===== config.mk =====
export PLATFORM = sky130hd
export DESIGN_NAME = spu_issue_buffer
export DESIGN_NICKNAME = d
export VERILOG_FILES = /design/src/rtl/spu_issue_buffer_pkg.sv /design/src/rtl/spu_issue_buffer_ram.sv /design/src/rtl/spu_issue_buffer.sv
export SDC_FILE = /design/constraint.sdc
export NUM_CORES = 1
export LEC_CHECK = 0
export CORE_MARGIN = 3
export CORE_UTILIZATION = 53
export CTS_BUF_LIST = sky130_fd_sc_hd__clkbuf_2
export DETAILED_ROUTE_END_ITERATION = 10
export GPL_ROUTABILITY_DRIVEN = 0
export GPL_TIMING_DRIVEN = 1
export PLACE_DENSITY_LB_ADDON = 0.12
export SLEW_MARGIN = 10
export SYNTH_ARGS = -nofsm -noshare
export SYNTH_HDL_FRONTEND = slang
export SYNTH_SLANG_ARGS = --single-unit

===== constraint.sdc =====
create_clock -name clk -period 5.1 [get_ports clk]
set_clock_uncertainty 0.05 [all_clocks]
set_input_delay 1.02 -clock clk [delete_from_list [all_inputs] [get_ports clk]]
set_output_delay 1.02 -clock clk [all_outputs]
set_load 0.005 [all_outputs]

===== src/rtl/spu_issue_buffer_pkg.sv =====
// Shared types for the SPU instruction fetch/issue buffer.
package spu_pkg;

  localparam int INSTS_PER_QW = 4;
  // Local-store address width carried in every buffered entry.
  localparam int IBUF_PC_W = 16;

  typedef enum logic [1:0] {
    IDLE,
    REQ,
    WAIT
  } fetch_state_t;

  typedef struct packed {
    logic [31:0]           inst;
    logic [IBUF_PC_W-1:0]  pc;
  } ibuf_entry_t;

endpackage


===== src/rtl/spu_issue_buffer_ram.sv =====
// DEPTH-entry instruction store: four write lanes with per-lane enable,
// two combinational read lanes. Pointer arithmetic lives in the parent.
module spu_ibuf_ram
  import spu_pkg::*;
#(
  parameter int DEPTH = 8,
  parameter int AW    = $clog2(DEPTH)
) (
  input  logic                               clk,
  input  logic [INSTS_PER_QW-1:0]            we,
  input  logic [INSTS_PER_QW-1:0][AW-1:0]    waddr,
  input  ibuf_entry_t [INSTS_PER_QW-1:0]     wdata,
  input  logic [AW-1:0]                      raddr1,
  input  logic [AW-1:0]                      raddr2,
  output ibuf_entry_t                        rdata1,
  output ibuf_entry_t                        rdata2
);

  ibuf_entry_t mem [DEPTH];

  // Enabled lanes always target distinct entries, so lane order is irrelevant.
  always_ff @(posedge clk) begin
    for (int i = 0; i < INSTS_PER_QW; i++) begin
      if (we[i]) begin
        mem[waddr[i]] <= wdata[i];
      end
    end
  end

  assign rdata1 = mem[raddr1];
  assign rdata2 = mem[raddr2];

endmodule


===== src/rtl/spu_issue_buffer.sv =====
// Fetch/issue buffer: fetches quadwords from local store and presents up to
// two in-order instructions per cycle to the ID1/ID2 decoders.
module spu_issue_buffer
  import spu_pkg::*;
#(
  parameter int DEPTH = 8,
  parameter int LSA_W = IBUF_PC_W
) (
  input  logic              clk,
  input  logic              reset,
  output logic              fetch_req,
  output logic [LSA_W-1:0]  fetch_addr,
  input  logic              fetch_gnt,
  input  logic              fetch_rvalid,
  input  logic [127:0]      fetch_rdata,
  input  logic              issue_stall,
  output logic              inst_valid1,
  output logic [31:0]       inst1,
  output logic [LSA_W-1:0]  inst_pc1,
  output logic              inst_valid2,
  output logic [31:0]       inst2,
  output logic [LSA_W-1:0]  inst_pc2,
  input  logic              flush,
  input  logic [LSA_W-1:0]  flush_pc
);

  localparam int AW = $clog2(DEPTH);
  localparam int CW = AW + 1;

  fetch_state_t       state_reg;
  logic [AW-1:0]      rd_ptr_reg;
  logic [AW-1:0]      wr_ptr_reg;
  logic [CW-1:0]      count_reg;
  logic [LSA_W-1:0]   fetch_pc_reg;
  logic [1:0]         skip_reg;
  logic               drop_next_reg;

  logic               valid1;
  logic               valid2;
  logic [1:0]         pop;
  logic               rsp_accept;
  logic [2:0]         wr_n;
  logic [CW-1:0]      space;
  logic [INSTS_PER_QW-1:0]          word_mask;
  logic [INSTS_PER_QW-1:0]          we;
  logic [INSTS_PER_QW-1:0][AW-1:0]  waddr;
  ibuf_entry_t [INSTS_PER_QW-1:0]   wdata;
  ibuf_entry_t        head1;
  ibuf_entry_t        head2;
  logic               flush_pc_unused;

  assign flush_pc_unused = ^flush_pc[1:0];

  assign valid1 = (count_reg != '0);
  assign valid2 = (count_reg > CW'(1));
  assign pop    = issue_stall ? 2'd0 : ({1'b0, valid1} + {1'b0, valid2});
  assign space  = CW'(DEPTH) - count_reg + CW'(pop);

  // A response is only written when it belongs to the current fetch stream.
  assign rsp_accept = (state_reg == WAIT) && fetch_rvalid && !drop_next_reg && !flush;
  assign wr_n       = 3'(INSTS_PER_QW) - {1'b0, skip_reg};
  assign word_mask  = 4'b1111 << skip_reg;
  assign we         = rsp_accept ? word_mask : '0;

  for (genvar gi = 0; gi < INSTS_PER_QW; gi++) begin : g_wr
    assign waddr[gi] = wr_ptr_reg + AW'(gi) - AW'(skip_reg);
    assign wdata[gi] = '{inst: fetch_rdata[127-32*gi -: 32],
                         pc:   {fetch_pc_reg[LSA_W-1:4], 2'(gi), 2'b00}};
  end

  spu_ibuf_ram #(
    .DEPTH (DEPTH),
    .AW    (AW)
  ) u_ram (
    .clk    (clk),
    .we     (we),
    .waddr  (waddr),
    .wdata  (wdata),
    .raddr1 (rd_ptr_reg),
    .raddr2 (rd_ptr_reg + AW'(1)),
    .rdata1 (head1),
    .rdata2 (head2)
  );

  assign inst_valid1 = valid1;
  assign inst1       = valid1 ? head1.inst : '0;
  assign inst_pc1    = valid1 ? head1.pc   : '0;
  assign inst_valid2 = valid2;
  assign inst2       = valid2 ? head2.inst : '0;
  assign inst_pc2    = valid2 ? head2.pc   : '0;

  assign fetch_req  = (state_reg == REQ);
  assign fetch_addr = {fetch_pc_reg[LSA_W-1:4], 4'b0000};

  always_ff @(posedge clk) begin
    if (reset) begin
      state_reg     <= IDLE;
      rd_ptr_reg    <= '0;
      wr_ptr_reg    <= '0;
      count_reg     <= '0;
      fetch_pc_reg  <= '0;
      skip_reg      <= '0;
      drop_next_reg <= 1'b0;
    end else if (flush) begin
      rd_ptr_reg   <= '0;
      wr_ptr_reg   <= '0;
      count_reg    <= '0;
      fetch_pc_reg <= {flush_pc[LSA_W-1:4], 4'b0000};
      skip_reg     <= flush_pc[3:2];
      // A granted-but-unreturned request must have its response swallowed.
      case (state_reg)
        REQ: begin
          if (fetch_gnt) begin
            state_reg     <= WAIT;
            drop_next_reg <= 1'b1;
          end else begin
            state_reg <= IDLE;
          end
        end
        WAIT: begin
          if (fetch_rvalid) begin
            state_reg     <= IDLE;
            drop_next_reg <= 1'b0;
          end else begin
            drop_next_reg <= 1'b1;
          end
        end
        default: state_reg <= IDLE;
      endcase
    end else begin
      rd_ptr_reg <= rd_ptr_reg + AW'(pop);
      count_reg  <= count_reg + (rsp_accept ? CW'(wr_n) : CW'(0)) - CW'(pop);
      if (rsp_accept) begin
        wr_ptr_reg   <= wr_ptr_reg + AW'(wr_n);
        fetch_pc_reg <= fetch_pc_reg + LSA_W'(16);
        skip_reg     <= 2'd0;
      end
      case (state_reg)
        IDLE: if (space >= CW'(INSTS_PER_QW)) state_reg <= REQ;
        REQ:  if (fetch_gnt) state_reg <= WAIT;
        WAIT: begin
          if (fetch_rvalid) begin
            state_reg     <= IDLE;
            drop_next_reg <= 1'b0;
          end
        end
        default: state_reg <= IDLE;
      endcase
    end
  end

endmodule


**Word-level counts from Yosys, hierarchy flattened**

Memories as Yosys holds them, arrays and structs flattened. A register that Yosys moved wholly into a read port is not among the register bits.
Index checks and enable logic that the tools add are counted.

- $add $sub $neg: 17
- Magnitude comparators: 2
- Equality and inequality tests: 5
- Shift-type cells: 1
- Mux-type cells: 33
- Reductions and logical operators: 14

Operators by type and width:

| operator | number |
|---|---|
| $mux 16 | 4 |
| $mux 32 | 2 |
| $add 16x5->16 const B | 1 |
| $mux 2 | 8 |
| $mux 1 | 13 |
| $sub 3x2->3 | 4 |
| $reduce_bool 2->1 | 4 |
| $add 3x1->3 const B | 2 |
| $add 3x2->3 const B | 2 |
| $mux 3 | 2 |
| $ne 3x3->1 const B | 2 |
| $pmux 2 s3 | 1 |
| $add 4x2->4 | 1 |
| $add 4x3->4 | 1 |
| $ge 4x3->1 const B | 1 |
| $gt 4x1->1 const B | 1 |
| $mux 4 | 1 |
| $pmux 2 s2 | 1 |
| $reduce_and 4->1 | 1 |
| $reduce_bool 4->1 | 1 |
| $shl 4x2->4 const A | 1 |
| $sub 4x2->4 | 1 |
| $sub 4x4->4 const A | 1 |
| $add 3x2->3 | 1 |
| 12 further kinds | 15 |

- Register bits: 31
- Bits in writable memories: 368
- Logic and storage cells: 81
- Memories kept: 1

Memories:

| memory | words | bits a word | read ports | clocked after memory_dff | write ports | line | text |
|---|---|---|---|---|---|---|---|
| u_ram.mem | 8 | 46 | 2 | 1 | 4 | spu_issue_buffer_ram.sv:19 | `ibuf_entry_t mem [DEPTH];` |

**Longest topological paths before layout**

- Depth in word-level cells: 8
- Mapped depth: 16

**Cells and area by module**

From an unflattened synthesis, not the netlist that was laid out.

- Cell total of the unflattened synthesis: 3060
- Area total of the unflattened synthesis: 31978.2 um2

By module, submodules not included:

| module | times used | cells each | area an instance (um2) | sequential area each (um2) |
|---|---|---|---|---|
| spu_ibuf_ram | 1 | 2736 | 29438.2 | 11531.1 |
| spu_issue_buffer | 1 | 324 | 2539.9 | 540.5 |

**Worst setup path before layout**

OpenSTA, ideal clock, no wires.

- Kind: register -> register
- Start point: reg wr_ptr_reg[1]
- End point: mem u_ram.mem[3][10] (netlist name) (enable)
- Library setup time: 671 ps
- Data arrival time: 3334 ps
- Path slack: 1046 ps
- Stages on the path, launching flop included: 11
- Path through: dfxtp_1 > inv_1 > ha_1 > ha_1 > xnor2_1 > xnor2_1 > or2_2 > clkbuf_1 > buf_1 > clkbuf_1 > nand3_1

RTL lines:

| item | line | text |
|---|---|---|
| start: declaration | spu_issue_buffer.sv:32 | `logic [AW-1:0] wr_ptr_reg;` |
| start signal: assignment | spu_issue_buffer.sv:134 | `wr_ptr_reg <= wr_ptr_reg + AW'(wr_n);` |
| end: declaration | spu_issue_buffer_ram.sv:19 |  |

**Worst setup path in the final report**

- Start point: reg rd_ptr_reg[1]
- End point: out inst2[1]

- Word-level cells in the longest chain between the ends: 3

RTL lines:

| item | line | text |
|---|---|---|
| start: declaration | spu_issue_buffer.sv:31 | `logic [AW-1:0] rd_ptr_reg;` |
| start signal: assignment | spu_issue_buffer.sv:131 | `rd_ptr_reg <= rd_ptr_reg + AW'(pop);` |
| $add 3x1->3 | spu_issue_buffer.sv:80 | `.raddr2 (rd_ptr_reg + AW'(1)),` |
| $mem_v2 8x46 | - |  |
| $mux 32 | spu_issue_buffer.sv:89 | `assign inst2 = valid2 ? head2.inst : '0;` |
| end: declaration | spu_issue_buffer.sv:21 | `output logic [31:0] inst2,` |

Every way passes these cells.

==> flow_summary.ini <==
[run_status]
status = completed

[layout]
fin_cells = 3374
fillCellCount = 3921
seq_area_sq_mm = 0.0114
largest_register_ffs = 368
final_cell_mix = 396 x nand2_1, 352 x edfxtp_1, 328 x nor2_1, 256 x a31oi_1, 255 x a32oi_1
layout-drive-gt1-share_pct = 17.4
area_growth_pct = 15.1
multiInputGateArea_sq_mm = 0.0136
layout_commonest_cell = nand2_1
nNetsFinal = 2809

[setup_path]
cp-startpoint = rd_ptr_reg[1]
cp_slowest_cell = ha_4
cp_slowest_stage_delay_ns = 0.65
critical_path.top_delay_family = buffers and inverters
reg2reg_from = wr_ptr_reg[1]
worstSetupStartpointType = flop
crit_chain = ha_4 -> buf_4 -> mux4_2 -> nand2_1 -> a21oi_1 -> clkdlybuf4s50_1
cp-end-kind = output port
rrSetupSlack_ns = 1.29
arrival_ns = 3.84
cp.required_ns = 4.03
path_class = reg -> out
worstPathBufferInverterCount = 2
critical_path.max_fanout = 28

[global_routing]
grt_pass1_vias = 23800
grt-ovfl-total = 0
grtUsageTotal_pct = 36.5
grt_pass1_wl_um = 145000
grt_start_max_net_pins = 146
antenna_found_initial = 8

[timing]
whs_ns = 0.426
fmax_mhz = 204
finalMaxSlewViolations = 0
finalSetupViolCount = 0
relSlewSlack_pct = 28.0
fin_tns_setup_ns = 0
worst_pin_slew_ns = 1.07
layout_min_cycle_time_ns = 4.91
rsz0062_at_grt = false
fin_crit_sh_pct = 96.3
hold_viol_final = 0

[detailed_routing]
avgRoutedWirePerCell_um = 29.1
drt-initial-drc-count = 3755
wl_um = 98200
antenna_left = 0
drt-pass1-iter-count = 8
via_count = 24400
drc = 0
viasPerCell = 7.23

[min_path]
hold_class = in -> reg
min-delay-start = flush_pc[4]

[yosys]
synth.distinct_cells = 54
yosysTopAreaCell = edfxtp_1
synth_top_area_share_pct = 40.3
avgSynthCellArea_sq_um = 10.4
synth_area_sq_mm = 0.0263
synth_area_leaders = edfxtp_1 40%, mux4_2 16%, a32oi_1 8.5%
syn-instance-count = 2515
async_reset_ff_share_pct = 0
yosys_warnings = 0
synth-edff-count = 352
ys_seq_area_share_pct = 43.5
ys_ff_latch = 395
synth_flop_cell = edfxtp_1

[power_and_ir_drop]
p_switching_uw = 3760
combPwrFrac_pct = 41.9
swShare_pct = 36.5
power_density_mw_per_mm2 = 341
leakage_uw = 0.0103
sequentialPowerShare_pct = 35.7
clkPwrFrac_pct = 22.4
max-vdd-ir-drop_v = 0.000556
p_int_uw = 6550

[clocking]
clk_path_buf_depth = 3
cts_sinks = 395
worstSkewPairLatency_ns = 1.14
post_cts_buffers = 0
cts-resized-gates = 0
h-tree-depth = 3
cts_buffers = 105
cts_hold_buf = 0
path_clk_slew_ns = 0.10
cts_tree = built
clock-root-buffer = clkbuf_2

[floorplanning]
initial_utilization_pct = 54.3
coreArea_sq_mm = 0.0483
die_area_sq_mm = 0.0522
dieHeight_um = 229
die_width_um = 229
pin_count = 265
rows = 80

[place]
port_buffers = 254
dp_hpwl_um = 56400
dp_cells = 3179

[flow_run]
maxCapViolations = 0
==> logic make-up (layout without fill, tap and decap cells) <==
logic type | count (synthesis) | count (layout) | synth area share [%]
other | 1 | 13 | 0.0143
buffers and inverters | 352 | 543 | 5.54
multiplexers | 232 | 232 | 17.6
AND/OR/NAND/NOR | 881 | 881 | 14.1
adder cells (fa/ha/maj) | 29 | 29 | 1.52
flip-flops | 395 | 395 | 43.5
AO/OA/AOI/OAI | 599 | 599 | 16.7
XOR/XNOR | 26 | 26 | 0.977
==> through the flow <==
step | total power [uW] | util (%) | area [sq um] | setup WS, ns
global placement | 7960 | 60.5 | 29200 | 0.731
finish | 10300 | 62.5 | 30200 | 0.187
detailed placement | 8020 | 60.5 | 29200 | 0.642
CTS | 10300 | 62.5 | 30200 | 0.0526
global route | 10700 | 62.5 | 30200 | 0.00723
floorplan | 5940 | - | 26300 | 1.05
==> power by group through the flow <==
| stage | Combinational (uW) | Clock (uW) | Sequential [uW] |
|---|---|---|---|
| floorplan | 2230 | 0 | 3710 |
| global route | 4570 | 2490 | 3680 |
| finish | 4320 | 2310 | 3680 |
| global placement | 4220 | 0 | 3740 |
| detailed placement | 4270 | 0 | 3750 |
| CTS | 4290 | 2320 | 3670 |
==> final timing paths <==
kind,to,cells past startpoint
setup / recovery,inst2[1],6
hold / removal,fetch_pc_reg[4],3
setup reg to reg,u_ram.mem[5][25],11
hold reg to reg,u_ram.mem[4][0],2
==> layer usage <==
metal | up-vias | track usage [%] | routed length (um)
li1 | 10100 | - | -
met1 | 11700 | 46.4 | 33800
met2 | 2163 | 57.2 | 44700
met3 | 481 | 9.72 | 14000
met4 | 6 | 20.4 | 5580
met5 | - | 0 | 42
==> worst min-delay path, cell delays in order <==
cell and delay (ns):
clkdlybuf4s50_1 0.40, nand2_1 0.07, a21oi_1 0.05
==> cell type report <==
class | instances | area share [%]
timing repair buffer | 329 | 10.8
sequential | 395 | 37.9
antenna | 5 | 0.0414
clock inverter | 34 | 0.637
inverter | 24 | 0.298
clock buffer | 156 | 2.58
tap | 656 | 2.72
multi-input combinational | 1775 | 45.1
==> Yosys cell counts (14+ instances only) <==
cell type	number
and2_1	68
a32oi_1	255
edfxtp_1	352
inv_1	24
a31oi_1	256
dfxtp_1	43
clkbuf_1	182
ha_1	24
nor2_1	332
mux2i_1	48
nand3_1	35
nand2_1	396
mux4_2	184
xor2_1	14
a21oi_1	56
buf_2	79
buf_1	58
Note: power is estimated with default switching activity, not from simulation.
